==> config.mk <==
export PLATFORM = sky130hd
export DESIGN_NAME = fadd_pipe
export DESIGN_NICKNAME = d
export VERILOG_FILES = /design/src/rtl/fadd_pkg.sv /design/src/rtl/fadd_pipe_lzc.sv /design/src/rtl/fadd_pipe.sv
export SDC_FILE = /design/constraint.sdc
export NUM_CORES = 1
export LEC_CHECK = 0
export ABC_AREA = 1
export BUFFER_PORTS_ARGS = -buffer_cell sky130_fd_sc_hd__buf_2
export CORE_MARGIN = 5
export CORE_UTILIZATION = 40
export CTS_BUF_LIST = sky130_fd_sc_hd__clkbuf_2 sky130_fd_sc_hd__clkbuf_4 sky130_fd_sc_hd__clkbuf_8
export DETAILED_ROUTE_END_ITERATION = 6
export SYNTH_ARGS = -nofsm -noshare
export SYNTH_HDL_FRONTEND = slang
export SYNTH_SLANG_ARGS = --single-unit
==> constraint.sdc <==
create_clock -name clk -period 7.36 [get_ports clk]
set_clock_uncertainty 0.1 [all_clocks]
set_input_delay 0.736 -clock clk [delete_from_list [all_inputs] [get_ports clk]]
set_output_delay 0.736 -clock clk [all_outputs]
set_load 0.005 [all_outputs]
==> src/rtl/fadd_pkg.sv <==
// Shared constants and pipeline stage records for the fadd_pipe floating-point adder.
// Record field widths follow FADD_EW/FADD_MW, so fadd_pipe must be built with matching EW/MW.
package fadd_pkg;
  localparam int FADD_EW = 8;
  localparam int FADD_MW = 23;
  localparam int FADD_W  = 1 + FADD_EW + FADD_MW;
  localparam int FADD_FW = FADD_MW + 4;

  localparam logic OP_ADD = 1'b0;
  localparam logic OP_SUB = 1'b1;

  localparam logic [FADD_W-1:0] QNAN = {1'b0, {FADD_EW{1'b1}}, 1'b1, {(FADD_MW-1){1'b0}}};

  // S1 -> S2: ordered, aligned operands; mantissas are {hidden, frac, guard, round, sticky}
  typedef struct packed {
    logic                 sign;
    logic [FADD_EW-1:0]   expo;
    logic [FADD_FW-1:0]   mag_big;
    logic [FADD_FW-1:0]   mag_small;
    logic                 eff_sub;
    logic                 special;
    logic [FADD_W-1:0]    spec_y;
  } s1_rec_t;

  // S2 -> S3: normalised magnitude with a signed exponent wide enough to see overflow
  typedef struct packed {
    logic                     sign;
    logic signed [FADD_EW+1:0] expo;
    logic [FADD_FW-1:0]       mant;
    logic                     is_zero;
    logic                     special;
    logic [FADD_W-1:0]        spec_y;
  } s2_rec_t;
endpackage

==> src/rtl/fadd_pipe_lzc.sv <==
// Parametrised leading-zero counter; o_cnt = N when the input is all zero.
module lzc #(
  parameter int N = 27
) (
  input  logic [N-1:0]         i_data,
  output logic [$clog2(N):0]   o_cnt,
  output logic                 o_zero
);
  localparam int CW = $clog2(N) + 1;

  // Scanning upward lets the highest set bit win.
  always_comb begin
    o_cnt = CW'(N);
    for (int i = 0; i < N; i++) begin
      if (i_data[i]) o_cnt = CW'(N - 1 - i);
    end
  end

  assign o_zero = ~|i_data;
endmodule

==> src/rtl/fadd_pipe.sv <==
// Three-stage pipelined IEEE-style adder/subtractor with valid/ready handshake and global stall.
// Define FADD_ROUND_EN for round-to-nearest-even in S3; otherwise S3 truncates.
module fadd_pipe
  import fadd_pkg::*;
#(
  parameter int EW = FADD_EW,
  parameter int MW = FADD_MW
) (
  input  logic             clk,
  input  logic             rst,
  input  logic             in_valid,
  output logic             in_ready,
  input  logic             op,
  input  logic [EW+MW:0]   a,
  input  logic [EW+MW:0]   b,
  output logic             out_valid,
  input  logic             out_ready,
  output logic [EW+MW:0]   y,
  output logic             zero,
  output logic             ovf
);
  localparam int W  = 1 + EW + MW;
  localparam int FW = MW + 4;
  localparam int AW = MW + 5;
  localparam int XW = EW + 2;
  localparam int CW = $clog2(FW) + 1;
  localparam logic [EW-1:0] EXP_ONES = '1;
  localparam logic signed [XW-1:0] EXP_MAX = $signed({2'b00, EXP_ONES});

  logic    w_stall;
  logic    r_v1, r_v2, r_v3;
  s1_rec_t r_s1, w_s1;
  s2_rec_t r_s2, w_s2;
  logic [W-1:0] r_y, w_y;
  logic    r_zero, r_ovf, w_zero, w_ovf;

  assign w_stall  = r_v3 & ~out_ready;
  assign in_ready = ~w_stall;

  // ---------------- S1: unpack / compare / swap / align ----------------
  logic          w_sa, w_sb, w_s_big, w_swap;
  logic [EW-1:0] w_ea, w_eb, w_e_big, w_e_sml, w_diff;
  logic [MW-1:0] w_fa, w_fb, w_f_big, w_f_sml;
  logic          w_a_nan, w_b_nan, w_a_inf, w_b_inf;
  logic [FW-1:0] w_m_big, w_m_sml, w_shifted;
  logic          w_sticky;

  assign w_sa = a[W-1];
  assign w_sb = b[W-1] ^ (op == OP_SUB);
  assign w_ea = a[W-2:MW];
  assign w_eb = b[W-2:MW];
  assign w_fa = (w_ea == '0) ? '0 : a[MW-1:0];
  assign w_fb = (w_eb == '0) ? '0 : b[MW-1:0];

  assign w_a_nan = (w_ea == EXP_ONES) && (a[MW-1:0] != '0);
  assign w_b_nan = (w_eb == EXP_ONES) && (b[MW-1:0] != '0);
  assign w_a_inf = (w_ea == EXP_ONES) && (a[MW-1:0] == '0);
  assign w_b_inf = (w_eb == EXP_ONES) && (b[MW-1:0] == '0);

  assign w_swap  = {w_eb, w_fb} > {w_ea, w_fa};
  assign w_s_big = w_swap ? w_sb : w_sa;
  assign w_e_big = w_swap ? w_eb : w_ea;
  assign w_e_sml = w_swap ? w_ea : w_eb;
  assign w_f_big = w_swap ? w_fb : w_fa;
  assign w_f_sml = w_swap ? w_fa : w_fb;
  assign w_m_big = {(w_e_big != '0), w_f_big, 3'b000};
  assign w_m_sml = {(w_e_sml != '0), w_f_sml, 3'b000};
  assign w_diff  = w_e_big - w_e_sml;

  always_comb begin
    w_shifted = '0;
    w_sticky  = 1'b0;
    if (int'(w_diff) >= MW + 3) begin
      w_sticky = |w_m_sml;
    end else begin
      w_shifted = w_m_sml >> w_diff;
      w_sticky  = |(w_m_sml & ~({FW{1'b1}} << w_diff));
    end
  end

  always_comb begin
    w_s1           = '0;
    w_s1.sign      = w_s_big;
    w_s1.expo      = w_e_big;
    w_s1.mag_big   = w_m_big;
    w_s1.mag_small = {w_shifted[FW-1:1], w_shifted[0] | w_sticky};
    w_s1.eff_sub   = w_sa ^ w_sb;
    w_s1.special   = w_a_nan | w_b_nan | w_a_inf | w_b_inf;
    if (w_a_nan || w_b_nan || (w_a_inf && w_b_inf && (w_sa != w_sb)))
      w_s1.spec_y = QNAN;
    else if (w_a_inf)
      w_s1.spec_y = {w_sa, EXP_ONES, {MW{1'b0}}};
    else
      w_s1.spec_y = {w_sb, EXP_ONES, {MW{1'b0}}};
  end

  // ---------------- S2: add-subtract / normalise ----------------
  logic [AW-1:0]        w_sum;
  logic [CW-1:0]        w_lz;
  logic                 w_lo_zero;
  logic signed [XW-1:0] w_exp_in, w_lim, w_lz_x, w_shamt;
  logic [FW-1:0]        w_norm;

  assign w_sum = r_s1.eff_sub ? ({1'b0, r_s1.mag_big} - {1'b0, r_s1.mag_small})
                              : ({1'b0, r_s1.mag_big} + {1'b0, r_s1.mag_small});

  lzc #(.N(FW)) u_lzc (
    .i_data (w_sum[FW-1:0]),
    .o_cnt  (w_lz),
    .o_zero (w_lo_zero)
  );

  // Left shift is capped so the exponent never drops below 1.
  assign w_exp_in = $signed({2'b00, r_s1.expo});
  assign w_lim    = w_exp_in - XW'(1);
  assign w_lz_x   = $signed({{(XW-CW){1'b0}}, w_lz});
  assign w_shamt  = (w_lz_x > w_lim) ? w_lim : w_lz_x;
  assign w_norm   = w_sum[FW-1:0] << w_shamt;

  always_comb begin
    w_s2         = '0;
    w_s2.sign    = r_s1.sign;
    w_s2.special = r_s1.special;
    w_s2.spec_y  = r_s1.spec_y;
    if (w_sum[AW-1]) begin
      w_s2.mant = {w_sum[AW-1:2], w_sum[1] | w_sum[0]};
      w_s2.expo = w_exp_in + XW'(1);
    end else if (w_lo_zero) begin
      w_s2.is_zero = 1'b1;
      w_s2.sign    = r_s1.sign & ~r_s1.eff_sub;
    end else if (!w_norm[FW-1]) begin
      w_s2.is_zero = 1'b1;
    end else begin
      w_s2.mant = w_norm;
      w_s2.expo = w_exp_in - w_shamt;
    end
  end

  // ---------------- S3: round / pack ----------------
  logic                 w_rnd_up;
  logic [MW+1:0]        w_mr;
  logic signed [XW-1:0] w_exp3;
  logic [MW-1:0]        w_frac3;
  logic                 w_unused;

`ifdef FADD_ROUND_EN
  assign w_rnd_up = r_s2.mant[2] & (r_s2.mant[1] | r_s2.mant[0] | r_s2.mant[3]);
`else
  assign w_rnd_up = 1'b0;
`endif

  assign w_mr     = {1'b0, r_s2.mant[FW-1:3]} + {{(MW+1){1'b0}}, w_rnd_up};
  assign w_exp3   = r_s2.expo + (w_mr[MW+1] ? XW'(1) : XW'(0));
  assign w_frac3  = w_mr[MW+1] ? '0 : w_mr[MW-1:0];
  assign w_unused = ^{r_s2.mant[2:0], w_mr[MW]};

  always_comb begin
    w_y   = {r_s2.sign, w_exp3[EW-1:0], w_frac3};
    w_ovf = 1'b0;
    if (r_s2.special) begin
      w_y = r_s2.spec_y;
    end else if (r_s2.is_zero) begin
      w_y = {r_s2.sign, {(W-1){1'b0}}};
    end else if (w_exp3 >= EXP_MAX) begin
      w_y   = {r_s2.sign, EXP_ONES, {MW{1'b0}}};
      w_ovf = 1'b1;
    end
  end

  assign w_zero = (w_y[W-2:0] == '0);

  always_ff @(posedge clk or posedge rst) begin
    if (rst) begin
      r_v1   <= 1'b0;
      r_v2   <= 1'b0;
      r_v3   <= 1'b0;
      r_s1   <= '0;
      r_s2   <= '0;
      r_y    <= '0;
      r_zero <= 1'b0;
      r_ovf  <= 1'b0;
    end else if (!w_stall) begin
      r_v1   <= in_valid;
      r_s1   <= w_s1;
      r_v2   <= r_v1;
      r_s2   <= w_s2;
      r_v3   <= r_v2;
      r_y    <= w_y;
      r_zero <= w_zero;
      r_ovf  <= w_ovf;
    end
  end

  assign out_valid = r_v3;
  assign y         = r_y;
  assign zero      = r_zero;
  assign ovf       = r_ovf;
endmodule

==> results of run 1 <==
-- cell usage after synthesis (all sizes together) (4+ instances only) --
library cell | count | area (um2)
nand2 | 731 | 2800
nand3 | 280 | 1510
nor2 | 274 | 1030
inv | 238 | 893
o21ai | 237 | 1210
dfrtp | 141 | 3530
a21oi | 139 | 759
ha | 96 | 1200
clkbuf | 76 | 285
buf | 44 | 254
nand4 | 35 | 225
nor3 | 22 | 120
xor2 | 18 | 188
o31ai | 15 | 113
a31oi | 14 | 93.8
nor4 | 14 | 87.6
o211ai | 13 | 97.6
or2 | 13 | 83.8
o21a | 10 | 76.3
o22ai | 10 | 62.6
nand3b | 8 | 60.1
clkinv | 5 | 18.8
a21boi | 4 | 30.0
a21o | 4 | 30.0
o21bai | 4 | 30.0
o221ai | 4 | 35.0
-- worst max-delay path: cells and delay by family, from the launching register on --
kind,cells,cell delay (ns)
flip-flops,1,0.36
XOR/XNOR,1,0.43
AO/OA/AOI/OAI,12,2.02
adder cells (fa/ha/maj),3,1.13
AND/OR/NAND/NOR,18,2.02
buffers and inverters,5,0.59
-- power by group --
part | leakage (uW) | internal [uW] | switching, uW
Clock | 0.000194 | 251 | 357
Sequential | 0.00175 | 1030 | 192
Combinational | 0.00647 | 1310 | 2730
-- metrics by stage --
stage | worst slack (ns) | instance area, um2 | std cells
after floorplan | 1.25 | 15100 | 2479
after global placement | 0.445 | 16100 | 3025
after detailed placement | 0.371 | 16100 | 3025
after CTS | 0.334 | 16500 | 3057
after global routing | 0.00425 | 16500 | 3059
final | 0.618 | 16600 | 3060
-- worst paths after layout --
kind / start / end / slack [ns] / cells after the start
hold reg to reg: r_s1[30] / r_s1[30] / 0.36 / 2
hold / removal: rst / r_s2[30] / 0.24 / 2
setup / recovery: r_s1[40] / r_s2[69] / 0.62 / 39
setup reg to reg: r_s1[40] / r_s2[69] / 0.62 / 39
max in group asynchronous: rst / r_s1[38] / 5.47 / 3
min in group clk: r_s1[30] / r_s1[30] / 0.36 / 2
-- area by class of cell --
class | count | area (um2) | share of cell area [%]
diodes | 1 | 2.50 | 0.0151
multi-input cells | 1975 | 10200 | 61.3
clock buffers | 18 | 241 | 1.46
inverters | 243 | 926 | 5.59
well taps | 511 | 639 | 3.86
clock inverters | 14 | 130 | 0.786
repair buffers | 157 | 931 | 5.62
flip-flops and latches | 141 | 3530 | 21.3
-- routing by layer --
layer  vias up  GRT usage, %  wire length [um]
met3        90          2.97              2790
li1       8302             -                 -
met5         -             0                27
met4         4          7.99              1570
met1      7677          34.7             24300
met2       540          39.1             23200
-- state kept, by name, summed over array words and instances (netlist names) --
register and cells:
r_s1 65, r_s2 39, y 32, out_valid 1
ovf 1, r_v1 1, r_v2 1, zero 1
-- cells by family after synthesis --
logic type / after synthesis
simple gates: 1389
flops: 141
buf+inv: 363
xor+xnor: 20
compound gates: 468
fa+ha+maj: 98
-- repair_timing --
action / 4_1_cts / 5_1_grt
gates resized for setup: 0 / 11
setup buffers: 0 / 2
endpoints found under the hold margin: 0 / 0
endpoints found under the setup margin: 0 / 5
==> flow_summary.yaml, run 1 <==
die:
  num_rows: 71
  core-area_um2: 37500
  num_io_pins: 105
  dieArea_um2: 41700
  start_util_pct: 40.3
  die_w_um: 204
  die-height_um: 204
synth:
  synth.mux.area_fraction_pct: 0
  synthArstFlopShare_pct: 100
  synth_xor_area_share_pct: 1.36
  synthCells: 2479
  synth-simple-area-share_pct: 39.8
  avgSynthCellArea_um2: 6.09
  synth-seq-area-share_pct: 23.4
  ys_warn_count: 0
  synth-edff-count: 0
  syn-num-nets: 2646
  synth_compound_area_share_pct: 17.6
  syn_area_um2: 15100
  yosysUniqueCellTypes: 66
  ys_seq_elements: 141
  synth_top_family_by_area: "simple AND/OR/NAND/NOR gates"
  synthAdderAreaFrac_pct: 8.22
  synthFlopType: "dfrtp_1"
worst_setup_path:
  crit_required_ns: 7.66
  path_max_fanout: 28
  arrival_ns: 7.04
  start_kind: "register"
  cpPeakStageDelay_ns: 0.46
  crit_type: "register to register"
  crit_top_cell: "nand2_1"
  worst_path_max_delay_cell: "fa_1"
  end_kind: "register"
timing:
  maxSlewHeadroom_pct: 36.0
  timing.hold.ws_ns: 0.240
  tightest_slew_ns: 0.949
  layout_min_cycle_time_ns: 6.74
  slew_viol_final: 0
  max_freq_mhz: 148
  final_hold_viol_count: 0
  rsz0062_at_grt: "no"
  tns_ns: 0
  setup_viol: 0
  min_period_over_period_pct: 91.6
cells_and_area:
  final_common_cell: "nand2_1"
  fillerInstances: 4135
  syn_to_final_growth_pct: 9.68
  drive_above_1_share_pct: 11.2
  layout_common_cells: "nand2_1, nor2_1, nand3_1"
  final_nets: 2702
  fin_util_pct: 44.1
route:
  wl_mm: 51.9
  ant_nets: 0
  drtIter0Drc: 1398
  viasPerCell: 5.43
  avgRoutedWirePerCell_um: 17.0
  firstDrtPassIters: 7
  via_count: 16613
  drc: 0
worst_hold_path:
  hp-class: "input port to async pin"
clock_network:
  cts_sinks: 141
  ctsHoldBuffers: 0
  cts_buffer_depth: 2
  root_buffer: "clkbuf_8"
  clk_latency_ns: 0.47
  clk_pin_slew_ns: 0.10
  cts_buffers: 17
  h-tree-depth: 4
  cts_tree: "built"
grt:
  antenna_found_initial: 2
  grt_pass1_wl_mm: 82.9
  gr-total-overflow: 0
  grt_pass1_vias: 15479
  grt_max_degree: 82
  grt_usage_pct: 24.5
power:
  leakage_uw: 0.00842
  power_uw: 5870
  power.density_nw_per_um2: 355
  peakVddDrop_v: 0.000164
placement:
  dp_hpwl_mm: 42.0
  gp_congestion: 0.998
  io_buffers: 104
job:
  maxCapViolCount: 0
status:
  status: "completed"
(Power assumes the default switching activity.)
==> run 2: changes to the inputs <==
- SYNTH_HIERARCHICAL: default -> 1
==> run 2 against run 1 <==
Clock power rose by 14%. Final cell count rose by 3.5%. Synthesized area rose by 2.5%. Synthesized cell count rose by 4.5%. Combinational power rose by 5.7%. Clock-buffer cell count rose by 2. Critical path type unchanged. Core utilization rose by 0.10 points.
==> flow_summary.yaml, run 2 <==
die:
  core-area_um2: 38500
  num_rows: 72
  dieArea_um2: 42700
  die-height_um: 207
  num_io_pins: 105
  start_util_pct: 40.2
  die_w_um: 207
job:
  maxCapViolCount: 0
worst_hold_path:
  hp-class: "input port to async pin"
timing:
  layout_min_cycle_time_ns: 6.80
  slew_viol_final: 0
  max_freq_mhz: 147
  tightest_slew_ns: 1.19
  min_period_over_period_pct: 92.4
  timing.hold.ws_ns: 0.270
  final_hold_viol_count: 0
  maxSlewHeadroom_pct: 20.6
  setup_viol: 0
grt:
  grt_max_degree: 152
  grt_usage_pct: 26.5
  grt_pass1_vias: 16369
  grt_pass1_wl_mm: 89.9
  gr-total-overflow: 0
  grtUsageMet3_pct: 4.06
  grt_util_met2_pct: 42.3
  use_met1_pct: 37.5
  antenna_found_initial: 1
  grt_busiest_layer: "met2"
clock_network:
  clk_latency_ns: 0.49
  ctsHoldBuffers: 0
  root_buffer: "clkbuf_8"
  h-tree-depth: 4
  cts_sinks: 141
  cts_buffers: 17
  clk_pin_slew_ns: 0.09
  cts_tree: "built"
  cts_buffer_depth: 2
placement:
  io_buffers: 104
  gp_congestion: 0.984
  dp_hpwl_mm: 45.8
  placed_cells: 3131
synth:
  synthArstFlopShare_pct: 100
  synthCells: 2591
  syn-num-nets: 2759
  synth-edff-count: 0
  yosysMostFrequentCell: "nand2_1"
  synth-seq-area-share_pct: 22.8
  ys_warn_count: 6
  yosys.area.top_type: "dfrtp_1"
  synth_area_leaders: "dfrtp_1, nand2_1, nand3_1"
  netlist_top_cells_count: "nand2_1, inv_1, nor2_1"
  ys_seq_elements: 141
  synthFlopType: "dfrtp_1"
  yosysUniqueCellTypes: 60
  avgSynthCellArea_um2: 5.97
  yosysTopAreaCellShare_pct: 22.8
  syn_area_um2: 15500
worst_setup_path:
  crit_required_ns: 7.66
  worst_path_max_delay_cell: "a2111oi_0"
  arrival_ns: 7.10
  start_kind: "register"
  crit_top_cell: "nor2_1"
  crit_type: "register to register"
  end_kind: "register"
  cpPeakStageDelay_ns: 0.54
  path_max_fanout: 8
route:
  via_count: 17120
  avgRoutedWirePerCell_um: 17.9
  drtIter0Drc: 1510
  firstDrtPassIters: 5
  wl_mm: 56.8
  viasPerCell: 5.41
  ant_nets: 0
  drc: 0
cells_and_area:
  top_register: "r_s1"
  layout_common_cells: "nand2_1, inv_1, nor2_1"
  final_nets: 2804
  instances_no_fill: 3167
  antenna_cells: 0
  multi_input_area_um2: 10300
  final_common_cell: "nand2_1"
  largest_reg_flops: 65
  fillerInstances: 4241
  drive_above_1_share_pct: 10.5
  regArea_um2: 3530
  fin_util_pct: 44.2
  syn_to_final_growth_pct: 9.99
power:
  switching_share_pct: 56.1
  power_uw: 6170
  leakage_uw: 0.00878
  comb_power_share_pct: 69.2
  peakVddDrop_v: 0.000124
  sequentialPowerShare_pct: 19.5
  p_sw_uw: 3460
  p_int_uw: 2710
  power.density_nw_per_um2: 362
  clkPwrFrac_pct: 11.3
status:
  status: "completed"
## run 2: cell count changes in the layout (fill, tap and decap cells not counted), sizes merged, moves of 6 or more
cell   change
inv       +84
nor4       +6
o21ai     +37
nand3     -25
xor2       +7
buf        -9
o31ai     -12
a21oi     +10
## run 2: logic make-up after synthesis
logic type      count (synthesis)  share of synthesized area (%)
compound gates                498                           17.7
xor+xnor                       30                           1.70
fa+ha+maj                      99                           8.10
buf+inv                       454                           11.7
flops                         141                           22.8
mux                             3                          0.194
other cells                     1                         0.0242
simple gates                 1365                           37.8
## run 2: area by class of cell
class,count,share of cell area (%)
multi-input combinational,1996,60.4
clock buffer,20,1.58
timing repair buffer,148,5.15
clock inverter,12,0.926
sequential,141,20.7
tap,518,3.81
inverter,332,7.39
## run 2: power groups by stage
| stage | clock network [uW] | logic, uW | registers, uW |
|---|---|---|---|
| floorplan | 0 | 2960 | 1150 |
| detailed placement | 0 | 4120 | 1210 |
| global route | 743 | 4790 | 1230 |
| finish | 694 | 4270 | 1200 |
| global placement | 0 | 4120 | 1200 |
| CTS | 714 | 4140 | 1200 |
## run 2: routing by layer
layer | routed length, um | up-vias | share of wire [%]
met1 | 26500 | 7920 | 47
met5 | 0 | - | 0
li1 | - | 8535 | -
met2 | 25400 | 585 | 45
met4 | 1400 | 0 | 2.5
met3 | 3540 | 80 | 6.2
## run 2: worst paths after layout
path                       depth (start not counted)  slack [ns]        to  startpoint
min                                                2        0.27      r_v1         rst
max                                               43        0.56  r_s2[68]    r_s1[80]
max in group asynchronous                          3        5.47  r_s1[71]         rst
min in group clk                                   3        0.36      r_v1    in_valid
max reg2reg                                       43        0.56  r_s2[68]    r_s1[80]
min reg2reg                                        2        0.37  r_s1[30]    r_s1[30]
## run 2: worst max-delay path: cells and delay by family, from the launching register on
| family | cells | cell delay, ns |
|---|---|---|
| AO/OA/AOI/OAI | 11 | 2.13 |
| buffers and inverters | 6 | 0.47 |
| XOR/XNOR | 1 | 0.17 |
| AND/OR/NAND/NOR | 22 | 2.52 |
| flip-flops | 1 | 0.41 |
| adder cells (fa/ha/maj) | 3 | 0.97 |
## run 2: repair_timing
action                                  CTS  global route
endpoints found under the setup margin    0            34
gates resized for setup                   0            35
endpoints found under the hold margin     0             0
buffers inserted                          0             4
## run 2: per-stage QoR
step	setup TNS (ns)	setup WS, ns	cell area, um2
after detailed placement	0	0.231	16400
after floorplan	0	1.16	15500
final	0	0.563	17000
after CTS	0	0.182	16900
after global placement	0	0.130	16400
after global routing	-0.0415	-0.0281	17000
